## src/rtl/serial_packet_receiver.sv

```systemverilog
// Serial packet receiver: detects a high start bit, shifts in DATA_BITS
// payload bits MSB first, checks a low stop cycle and queues completed
// packets in a small FIFO drained through a valid/ready handshake.
module serial_packet_receiver #(
  parameter int DATA_BITS  = 40,
  parameter int FIFO_DEPTH = 2
) (
  input  logic                 clk,
  input  logic                 rst_n,
  input  logic                 sin,
  output logic [DATA_BITS-1:0] out_data,
  output logic                 out_valid,
  input  logic                 out_ready,
  output logic                 busy,
  output logic                 frame_error,
  output logic                 overrun
);

  localparam int AW = $clog2(FIFO_DEPTH);
  localparam int CW = $clog2(DATA_BITS);

  typedef enum logic [1:0] {
    IDLE  = 2'd0,
    SHIFT = 2'd1,
    STOP  = 2'd2
  } state_t;

  state_t               state, state_n;
  logic [CW-1:0]        cnt, cnt_n;
  logic [DATA_BITS-1:0] shreg, shreg_n;
  logic                 good_stop, bad_stop;

  logic [DATA_BITS-1:0] mem [FIFO_DEPTH];
  logic [AW:0]          wptr, rptr, wptr_n, rptr_n;
  logic                 empty, full, push, pop, drop;
  logic [DATA_BITS-1:0] head_n;

  // Receive FSM: next state, shift/count update and stop-cycle classification
  always_comb begin
    state_n   = state;
    cnt_n     = cnt;
    shreg_n   = shreg;
    good_stop = 1'b0;
    bad_stop  = 1'b0;
    case (state)
      IDLE: begin
        if (sin) begin
          state_n = SHIFT;
          cnt_n   = '0;
        end
      end
      SHIFT: begin
        shreg_n = {shreg[DATA_BITS-2:0], sin};
        cnt_n   = cnt + 1'b1;
        if (cnt == CW'(DATA_BITS - 1)) state_n = STOP;
      end
      STOP: begin
        // A high stop cycle is an error, never a start bit.
        state_n = IDLE;
        if (sin) bad_stop = 1'b1;
        else     good_stop = 1'b1;
      end
      default: state_n = IDLE;
    endcase
  end

  // FIFO control: push on good stop (dropped only if full with no pop),
  // and the next registered head value
  always_comb begin
    empty  = (wptr == rptr);
    full   = (wptr[AW] != rptr[AW]) && (wptr[AW-1:0] == rptr[AW-1:0]);
    pop    = !empty && out_ready;
    push   = good_stop && (!full || pop);
    drop   = good_stop && full && !pop;
    wptr_n = wptr + (AW+1)'(push);
    rptr_n = rptr + (AW+1)'(pop);
    if (wptr_n == rptr_n) begin
      // Empty after this edge: hold the last delivered packet.
      head_n = out_data;
    end else if (push && (rptr_n[AW-1:0] == wptr[AW-1:0])) begin
      // The new head is the slot being written this edge.
      head_n = shreg;
    end else begin
      head_n = mem[rptr_n[AW-1:0]];
    end
  end

  assign out_valid = (wptr != rptr);

  // Control and output registers with asynchronous reset
  always_ff @(posedge clk or negedge rst_n) begin
    if (!rst_n) begin
      state       <= IDLE;
      cnt         <= '0;
      shreg       <= '0;
      wptr        <= '0;
      rptr        <= '0;
      out_data    <= '0;
      busy        <= 1'b0;
      frame_error <= 1'b0;
      overrun     <= 1'b0;
    end else begin
      state       <= state_n;
      cnt         <= cnt_n;
      shreg       <= shreg_n;
      wptr        <= wptr_n;
      rptr        <= rptr_n;
      out_data    <= head_n;
      busy        <= (state_n != IDLE);
      frame_error <= bad_stop;
      overrun     <= drop;
    end
  end

  // Packet storage; validity is tracked by the pointers, so no reset needed
  always_ff @(posedge clk) begin
    if (push) mem[wptr[AW-1:0]] <= shreg;
  end

endmodule

```

## config.mk

```make
export PLATFORM = sky130hd
export DESIGN_NAME = serial_packet_receiver
export DESIGN_NICKNAME = d
export VERILOG_FILES = /design/src/rtl/serial_packet_receiver.sv
export SDC_FILE = /design/constraint.sdc
export NUM_CORES = 1
export LEC_CHECK = 0
export BUFFER_PORTS_ARGS = -buffer_cell sky130_fd_sc_hd__buf_2
export CAP_MARGIN = 10
export CORE_MARGIN = 2
export CORE_UTILIZATION = 50
export DETAILED_ROUTE_END_ITERATION = 16
export PLACE_DENSITY_LB_ADDON = 0.2
export SLEW_MARGIN = 0
export SYNTH_ARGS = -nofsm -noshare
export SYNTH_HDL_FRONTEND = slang
export SYNTH_SLANG_ARGS = --single-unit
```

## constraint.sdc

```tcl
create_clock -name clk -period 3.15 [get_ports clk]
set_input_delay 0.1575 -clock clk [delete_from_list [all_inputs] [get_ports clk]]
set_output_delay 0.1575 -clock clk [all_outputs]
set_load 0.02 [all_outputs]
```

* After elaboration in Yosys (flattened, before gate mapping)
Memories as Yosys holds them, arrays and structs flattened. A register that Yosys moved wholly into a read port is not among the register bits.
Index checks and enable logic that the tools add are counted.
Widths: inputs -> output; s select.
** Storage, ports and cells
- Register bits after elaboration :: 55
- Memory bits (writable) :: 80
- Input bits :: 4
- Output and inout port bits :: 44
- Logic and storage cells :: 47
- Memories :: 1
** Cells by class
- $add $sub $neg :: 3
- Eq/ne operators :: 9
- Muxes and demuxes :: 11
- Reduce and logical (&&, ||, !) cells :: 15
** Memories
- mem :: words 2, width 40, rd ports 1, clocked after Yosys merged registers in 1, write ports 1, RTL line 33 : logic [DATA_BITS-1:0] mem [FIFO_DEPTH];
** Operators by type and width (number)
- $pmux 6 s2 :: 1
- $add 6x1->6 const B :: 1
- $eq 6x6->1 const B :: 1
- $mux 1 :: 6
- $mux 6 :: 1
- $logic_and 1x1->1 :: 5
- $logic_not 1->1 :: 5
- $add 2x1->2 :: 2
- $eq 2x2->1 :: 2
- $mux 2 :: 2
- $pmux 2 s2 :: 1
- $reduce_bool 2->1 :: 2
- $eq 2x1->1 const B :: 1
- $eq 2x2->1 const B :: 1
- $logic_not 2->1 :: 1
- $ne 2x2->1 :: 1
- $ne 2x2->1 const B :: 1
- $reduce_and 2->1 :: 1
- $eq 1x1->1 :: 1
- $logic_or 1x1->1 :: 1
- $ne 1x1->1 :: 1

* Depth between registers and ports, before layout
Gate-level depths: netlist of run 1.
- Depth in word-level cells :: 8
- Gate-level depth with buffers :: 11
- Depth with buffers taken out :: 9

* Least setup slack after synthesis of run 1
No wires, ideal clock.
- Kind :: reg2reg
- From :: reg wptr[1]
- To :: reg out_data[13], read port of mem
- Setup time :: 125 ps
- Arrival :: 3219 ps
- Data required time :: 3025 ps
- Slack :: -193 ps
- Stages on the path, launching flop included :: 10
- Path buffers :: 1
- Period minus slack after synthesis :: 3343 ps
- Cells stage by stage :: dfrtp_1 > xnor2_1 > nor3_1 > nor2b_1 > ha_1 > xnor2_1 > nor2_1 > nand3b_1 > dlymetal6s2s_1 > mux2_2
** Between the ends
- Word-level cells in the longest chain between the ends :: 8
- Elaborated cells on any way between the ends :: 12
- Classes of those cells :: add/sub (2); eq/ne (3); reduce/logical (7)
** Ends and longest elaborated chain
- start: declaration :: RTL line 34 : logic [AW:0] wptr, rptr, wptr_n, rptr_n;
- start signal: assignment :: RTL line 106 : wptr <= wptr_n;
- $eq 2x2->1 or $ne 1x1->1 (tied branches) :: RTL line 70, 71
- $logic_not 1->1 or $logic_and 1x1->1 (tied branches) :: RTL line 72, 71
- $logic_and 1x1->1 or $logic_not 1->1 (tied branches) :: RTL line 72, 73
- $logic_or 1x1->1 :: RTL line 73 : push = good_stop && (!full || pop);
- $logic_and 1x1->1 :: RTL line 73
- $add 2x1->2 :: RTL line 75 : wptr_n = wptr + (AW+1)'(push);
- $eq 2x2->1 :: RTL line 77 : if (wptr_n == rptr_n) begin
- $logic_not 1->1 (no source line)
- end: declaration :: RTL line 11 : output logic [DATA_BITS-1:0] out_data,
Several ways; a longest one is shown, not always the timed one.
A chain may end at the register's enable or synchronous reset.

* Worst setup path after layout of run 1
- From :: reg wptr[1]
- To :: reg out_data[22], read port of mem
** Between the ends
- Elaborated cells on any way between the ends :: 12
- Classes of those cells :: add/sub (2); eq/ne (3); reduce/logical (7)
** RTL lines
- $eq 2x2->1 (*) :: RTL line 70 : empty = (wptr == rptr);
- $logic_not 1->1 (*) :: RTL line 72 : pop = !empty && out_ready;
- $logic_and 1x1->1 (*) :: RTL line 72
- $add 2x1->2 (*) :: RTL line 76 : rptr_n = rptr + (AW+1)'(pop);
- net rptr_n[0] :: RTL line 34
- $eq 2x2->1 :: RTL line 77
- $logic_not 1->1 (no source line)
Mark *: on every way through the listed nets, which the timed path passes. The rest lies on a longest branch.

==> metrics.cfg, run 1 <==
[setup_path]
reg2reg_depth = 9
critPathArrivalTime_ns = 3.15
cp-end-kind = flop
path_delay_family = buffers and inverters
rr_endpoint = out_data[22]
cpMostUsedCell = buf_4
cp-start-kind = flop
cpPeakStageDelay_ns = 0.40
path_cells = xnor2_1 -> nand2_1 -> and2_1 -> ha_2 -> buf_4 -> xor2_1 -> nand3b_1 -> buf_4 -> mux2_2
r2r_slack_ns = 0.30
cp_data_required_time_ns = 3.45
crit_slowest_cell = dfrtp_1
path_max_fanout = 25
r2r_start = wptr[1]
path_class = flop to flop
timing.critical_path.buf_inv = 2

[sta]
rsz0062_at_grt = no
worstMarginPinSlew_ns = 0.810
fin_tns_setup_ns = 0
slew_viol_final = 0
slew_headroom_pct = 46.0
fin_crit_ns = 2.85
finalCritPeriodShare_pct = 90.4
fin_skew_ns = 0.00786
setup_violations = 0
fmax_mhz = 351
finalHoldViolations = 0
setup_ws_ns = 0.304

[cells_and_area]
final_area_um2 = 8390
antenna_cells = 0
mostFrequentLayoutCell = nand2_1
nFillCells = 1166
final_cell_mix = nand2_1 (125), dfrtp_1 (95), edfxtp_1 (80), mux2_2 (73), mux2_4 (47)
fin_nets = 557
finalNonFillerCells = 746
area_delta_synth_final_pct = 15.1
drive_gt1_share_pct = 39.5

[flow_run]
drv_cap = 0

[die]
pin_count = 48
coreArea_um2 = 14400
die_height_um = 125
die_w_um = 125
design.die.area_um2 = 15600
std_cell_rows = 44
start_util_pct = 50.7

[synthesis]
yosys_warnings = 0
async_reset_ff_share_pct = 54.3
ys.flop_type = dfrtp_1
yosysTopAreaCellShare_pct = 33.0
syn_inst = 490
synth.avg_cell_area_um2 = 14.9
synth-seq-area-share_pct = 65.6
syn_area_um2 = 7290
synth_cell_types = 34
synth_top_cell_by_area = edfxtp_1
ys_ff_latch = 175
synth.area.top_cells = edfxtp_1 (33%), dfrtp_1 (33%), mux2_2 (11%)
syn_nets = 498
synth-edff-count = 80

[pwr]
leakage_nw = 3.72
power_density_nw_per_um2 = 1060
ir_drop_v = 0.000687

[clock_network]
clk_latency_ns = 0.42
h-tree-depth = 4
root_buffer = clkbuf_16
cts_tree = built
clk_pin_slew_ns = 0.06
clock_sinks = 175
clk_path_buf_depth = 2
numCtsBuffers = 17

[global_routing]
busiest_layer = met2
grt_use_total_pct = 17.1
met1_usage_pct = 23.2
grt_pass1_wl_um = 20800
met2_usage_pct = 27.0
grt_pass1_vias = 4010
grtUsageMet3_pct = 4.94
grt_max_degree = 63
antenna_found_initial = 0
gr-total-overflow = 0

[min_path]
worstHoldPathCells = 3
hold_end = overrun
hold_start = out_ready
hold_path_class = input pin to flop

[place]
dp_hpwl_um = 7270
port_buffers = 47
routabilityCongestion = 0.725
dp_slack_ns = 0.294
placed_cells = 712
placed_area_um2 = 7720

[drt]
drc_errors = 0
viasPerCell = 5.15
wl_per_cell_um = 16.6
drtIter0Drc = 311
ant_nets = 0
via_count = 3845
wirelength_um = 12400
dr.pass1.iters = 4

[outcome]
outcome = finished, final reports clean

## repair_timing
item / CTS / global route
endpoints found under the hold margin: 61 / 0
hold buffers: 2 / 0
gates resized for setup: 0 / 0
setup buffers: 0 / 0
## worst max path at each step
| stage | depth (start not counted) | startpoint | endpoint | slack [ns] |
|---|---|---|---|---|
| after floorplan | 9 | wptr[1] | out_data[13] | 0.25 |
| after CTS | 9 | wptr[1] | out_data[31] | 0.27 |
| after global placement | 9 | wptr[1] | out_data[24] | 0.38 |
| final | 9 | wptr[1] | out_data[22] | 0.30 |
| after detailed placement | 9 | wptr[1] | out_data[31] | 0.29 |
| after global routing | 9 | wptr[1] | out_data[22] | 0.1 |
## layout make-up
class                      instances  area (um2)  area share [%]
clock buffer                      20         467            5.56
clock inverter                    12         188            2.24
inverter                           5        18.8           0.224
multi-input combinational        287        2330            27.8
sequential                       175        4780            57.0
tap                              184         230            2.74
timing repair buffer              63         375            4.47
## synthesized netlist by cell type, types with 2 or more instances
cell type and n:
and3_1 2, buf_2 3, edfxtp_1 80, dlymetal6s2s_1 5
clkbuf_1 8, buf_1 2, and2_1 2, nand3_1 3
xnor2_1 3, o21ai_0 5, nor2_1 4, mux2_4 47
nand2_1 125, xor2_1 2, nand4_1 2, nor3_1 2
buf_6 4, ha_1 4, mux2_2 73, dfrtp_1 95
nor2b_1 2, inv_1 5
## cells by family (layout without fill, tap and decap cells)
kind of cell	after synthesis	after routing	share of synthesized area (%)
AO/OA/AOI/OAI	9	9	0.978
XOR/XNOR	6	6	0.824
adder cells (fa/ha/maj)	4	4	0.686
buffers and inverters	28	100	2.64
flip-flops	175	175	65.6
multiplexers	120	120	21.0
AND/OR/NAND/NOR	148	148	8.36
## where the power goes
group / switching, mW / internal, mW
logic: 1.50 / 1.52
clock network: 0.823 / 1.46
registers: 0.463 / 3.11
## through the flow
stage               utilization [%]  power [mW]  hold WS, ns
finish                         58.4        8.87        0.105
global route                   58.4        9.40       0.0961
CTS                            58.4        9.00       0.0835
detailed placement             53.7        6.68        0.320
global placement               53.7        6.58        0.305
floorplan                         -        5.92       -0.138
## state kept, by name, summed over array words and instances, names as in the netlist
| register | flops |
|---|---|
| wptr | 2 |
| out_data | 40 |
| cnt | 6 |
| frame_error | 1 |
| shreg | 40 |
| rptr | 2 |
| busy | 1 |
| state | 2 |
| mem | 80 |
| overrun | 1 |
## worst register-to-register path: cells and delay by family, from the launching register on
kind / cells / cell delay (ns)
AND/OR/NAND/NOR: 3 / 0.40
flip-flops: 1 / 0.40
multiplexers: 1 / 0.39
XOR/XNOR: 2 / 0.50
buffers and inverters: 2 / 0.69
adder cells (fa/ha/maj): 1 / 0.35
## metal layers
layer  routed length (um)  share of wire, %
met1                 5880                48
met2                 5960                48
met3                  426               3.4
met4                  101              0.82
met5                    0                 0
Power figures use the tool's default switching activity.
==> inputs of run 2 (changes only) <==
==> constraint.sdc (replaced) <==
create_clock -name clk -period 3.7 [get_ports clk]
set_input_delay 0.185 -clock clk [delete_from_list [all_inputs] [get_ports clk]]
set_output_delay 0.185 -clock clk [all_outputs]
set_load 0.02 [all_outputs]
==> run 2 against run 1 <==
Effect of this change: sequential power decreased by 15%; flip-flop and latch count stayed put; clock power down 22%; first-iteration DRC count down 2.9%; non-clock buffer count is 4 lower; power decreased by 17%; combinational power down 16%; routed wire length is 1.1% higher; worst hold slack worse by 0.075 ns; via count about the same.
==> metrics.cfg, run 2 (synthesis gave the netlist of run 1 again) <==
[setup_path]
cp_data_required_time_ns = 4.01  ; was 3.45 ns
timing.critical_path.buf_inv = 2  ; unchanged
cp-start-kind = flop  ; unchanged
cp-end-kind = flop  ; unchanged
path_max_fanout = 42  ; was 25
critPathArrivalTime_ns = 3.36  ; was 3.15 ns
path_cells = xnor2_1 -> nand2_1 -> and2_1 -> ha_2 -> buf_4 -> xor2_1 -> nand3b_1 -> buf_4 -> mux2_2  ; unchanged
path_class = flop to flop  ; unchanged
cpMostUsedCell = buf_4  ; unchanged
crit_slowest_cell = buf_4  ; was dfrtp_1
cpPeakStageDelay_ns = 0.52  ; was 0.40 ns
path_delay_family = buffers and inverters  ; unchanged

[sta]
worstMarginPinSlew_ns = 0.956  ; was 0.810 ns
fmax_mhz = 327  ; was 351 MHz
slew_headroom_pct = 36.3  ; was 46.0%
fin_skew_ns = 0.00699  ; was 0.00786 ns
finalCritPeriodShare_pct = 82.6  ; was 90.4%
finalHoldViolations = 0  ; unchanged
slew_viol_final = 0  ; unchanged
fin_crit_ns = 3.06  ; was 2.85 ns
rsz0062_at_grt = no  ; unchanged
fin_tns_setup_ns = 0  ; unchanged
setup_violations = 0  ; unchanged

[die]
std_cell_rows = 44  ; unchanged
die_w_um = 125  ; unchanged
die_height_um = 125  ; unchanged
design.die.area_um2 = 15600  ; unchanged
start_util_pct = 50.7  ; unchanged
coreArea_um2 = 14400  ; unchanged
pin_count = 48  ; unchanged

[cells_and_area]
final_cell_mix = nand2_1 (125), dfrtp_1 (95), edfxtp_1 (80), mux2_2 (73), mux2_4 (47)  ; unchanged
drive_gt1_share_pct = 38.4  ; was 39.5%
antenna_cells = 0  ; unchanged
largest_reg_flops = 80  ; unchanged
fin_nets = 553  ; was 557
mostFrequentLayoutCell = nand2_1  ; unchanged
area_delta_synth_final_pct = 13.9  ; was 15.1%

[clock_network]
cts_hold_buffers = 1  ; was 2
cts_tree = built  ; unchanged
cts_resized = 0  ; unchanged
clk_path_buf_depth = 2  ; unchanged
numCtsBuffers = 17  ; unchanged
clock_sinks = 175  ; unchanged
h-tree-depth = 4  ; unchanged
clk_pin_slew_ns = 0.06  ; about the same
post_cts_buffers = 0  ; unchanged
root_buffer = clkbuf_16  ; unchanged
clk_latency_ns = 0.42  ; about the same

[drt]
dr.pass1.iters = 4  ; unchanged
viasPerCell = 5.19  ; was 5.15
wl_per_cell_um = 16.9  ; was 16.6 um
wirelength_um = 12500  ; was 12400 um
via_count = 3844  ; was 3845
drc_errors = 0  ; unchanged
ant_nets = 0  ; unchanged
drtIter0Drc = 302  ; was 311

[pwr]
leakage_nw = 3.68  ; was 3.72 nW
power_mw = 7.39  ; was 8.87 mW
ir_drop_v = 0.000506  ; was 0.000687 V
power_density_nw_per_um2 = 890  ; was 1060 nW/um2

[place]
port_buffers = 47  ; unchanged
dp_hpwl_um = 7240  ; was 7270 um
routabilityCongestion = 0.690  ; was 0.725

[global_routing]
grt_use_total_pct = 17.1  ; about the same
grt_pass1_wl_um = 20500  ; was 20800 um
grt_pass1_vias = 3908  ; was 4010
grt_max_degree = 74  ; was 63
antenna_found_initial = 0  ; unchanged
gr-total-overflow = 0  ; unchanged

[flow_run]
drv_cap = 0  ; unchanged

[min_path]
hold_path_class = input pin to flop  ; unchanged

[outcome]
outcome = finished, final reports clean  ; unchanged

-- run 2: changes by cell type in the layout (fill, tap and decap cells not counted), sizes merged --
| cell | change |
|---|---|
| clkinvlp | -1 |
| bufinv | -2 |
| buf | -3 |
| clkinv | -2 |
| dlygate4sd3 | -1 |
| clkbuf | +4 |
-- run 2: layout make-up --
type | count | area (um2)
clock inverter | 7 | 110
clock buffer | 24 | 482
tap | 184 | 230
sequential | 175 | 4780
multi-input combinational | 287 | 2330
fill | 1113 | 6060
timing repair buffer | 59 | 350
inverter | 5 | 18.8
-- run 2: worst min-delay path, cell delays in order --
cell	delay (ns)
buf_2	0.13
nand2_1	0.06
nand2_1	0.04
-- run 2: per-stage QoR --
| step | setup WS (ns) | cell area (um2) | hold slack, ns | instances | util, % |
|---|---|---|---|---|---|
| after floorplan | 0.357 | 7290 | -0.111 | 490 | - |
| after global placement | 0.733 | 7690 | 0.387 | 708 | 53.5 |
| after detailed placement | 0.619 | 7690 | 0.397 | 708 | 53.5 |
| after CTS | 0.611 | 8290 | 0.0164 | 740 | 57.7 |
| after global routing | 0.439 | 8300 | 0.0447 | 741 | 57.8 |
| final | 0.643 | 8300 | 0.0300 | 741 | 57.8 |
-- run 2: path summary, 6_finish.rpt --
path / start / to / slack [ns] / depth (start not counted)
worst max-delay path: wptr[1] / out_data[31] / 0.64 / 9
worst min-delay path: sin / shreg[0] / 0.03 / 3
worst max register to register: wptr[1] / out_data[31] / 0.64 / 9
worst min register to register: cnt[5] / state[0] / 0.50 / 1
max in group asynchronous: rst_n / out_data[21] / 2.32 / 3
min in group asynchronous: rst_n / out_data[35] / 0.44 / 2
-- run 2: power breakdown --
part / total (mW) / switching [mW] / internal [mW]
logic: 2.55 / 1.27 / 1.28
registers: 3.05 / 0.405 / 2.65
clock network: 1.79 / 0.684 / 1.11
-- run 2: routing by layer --
layer  GRT usage (%)  up-vias  share of wire, %
li1                -     1815                 -
met1            22.5     1948                46
met2            27.8       64                49
met3            3.61       17               3.1
met4            7.14        0               1.8
met5               0        -                 0
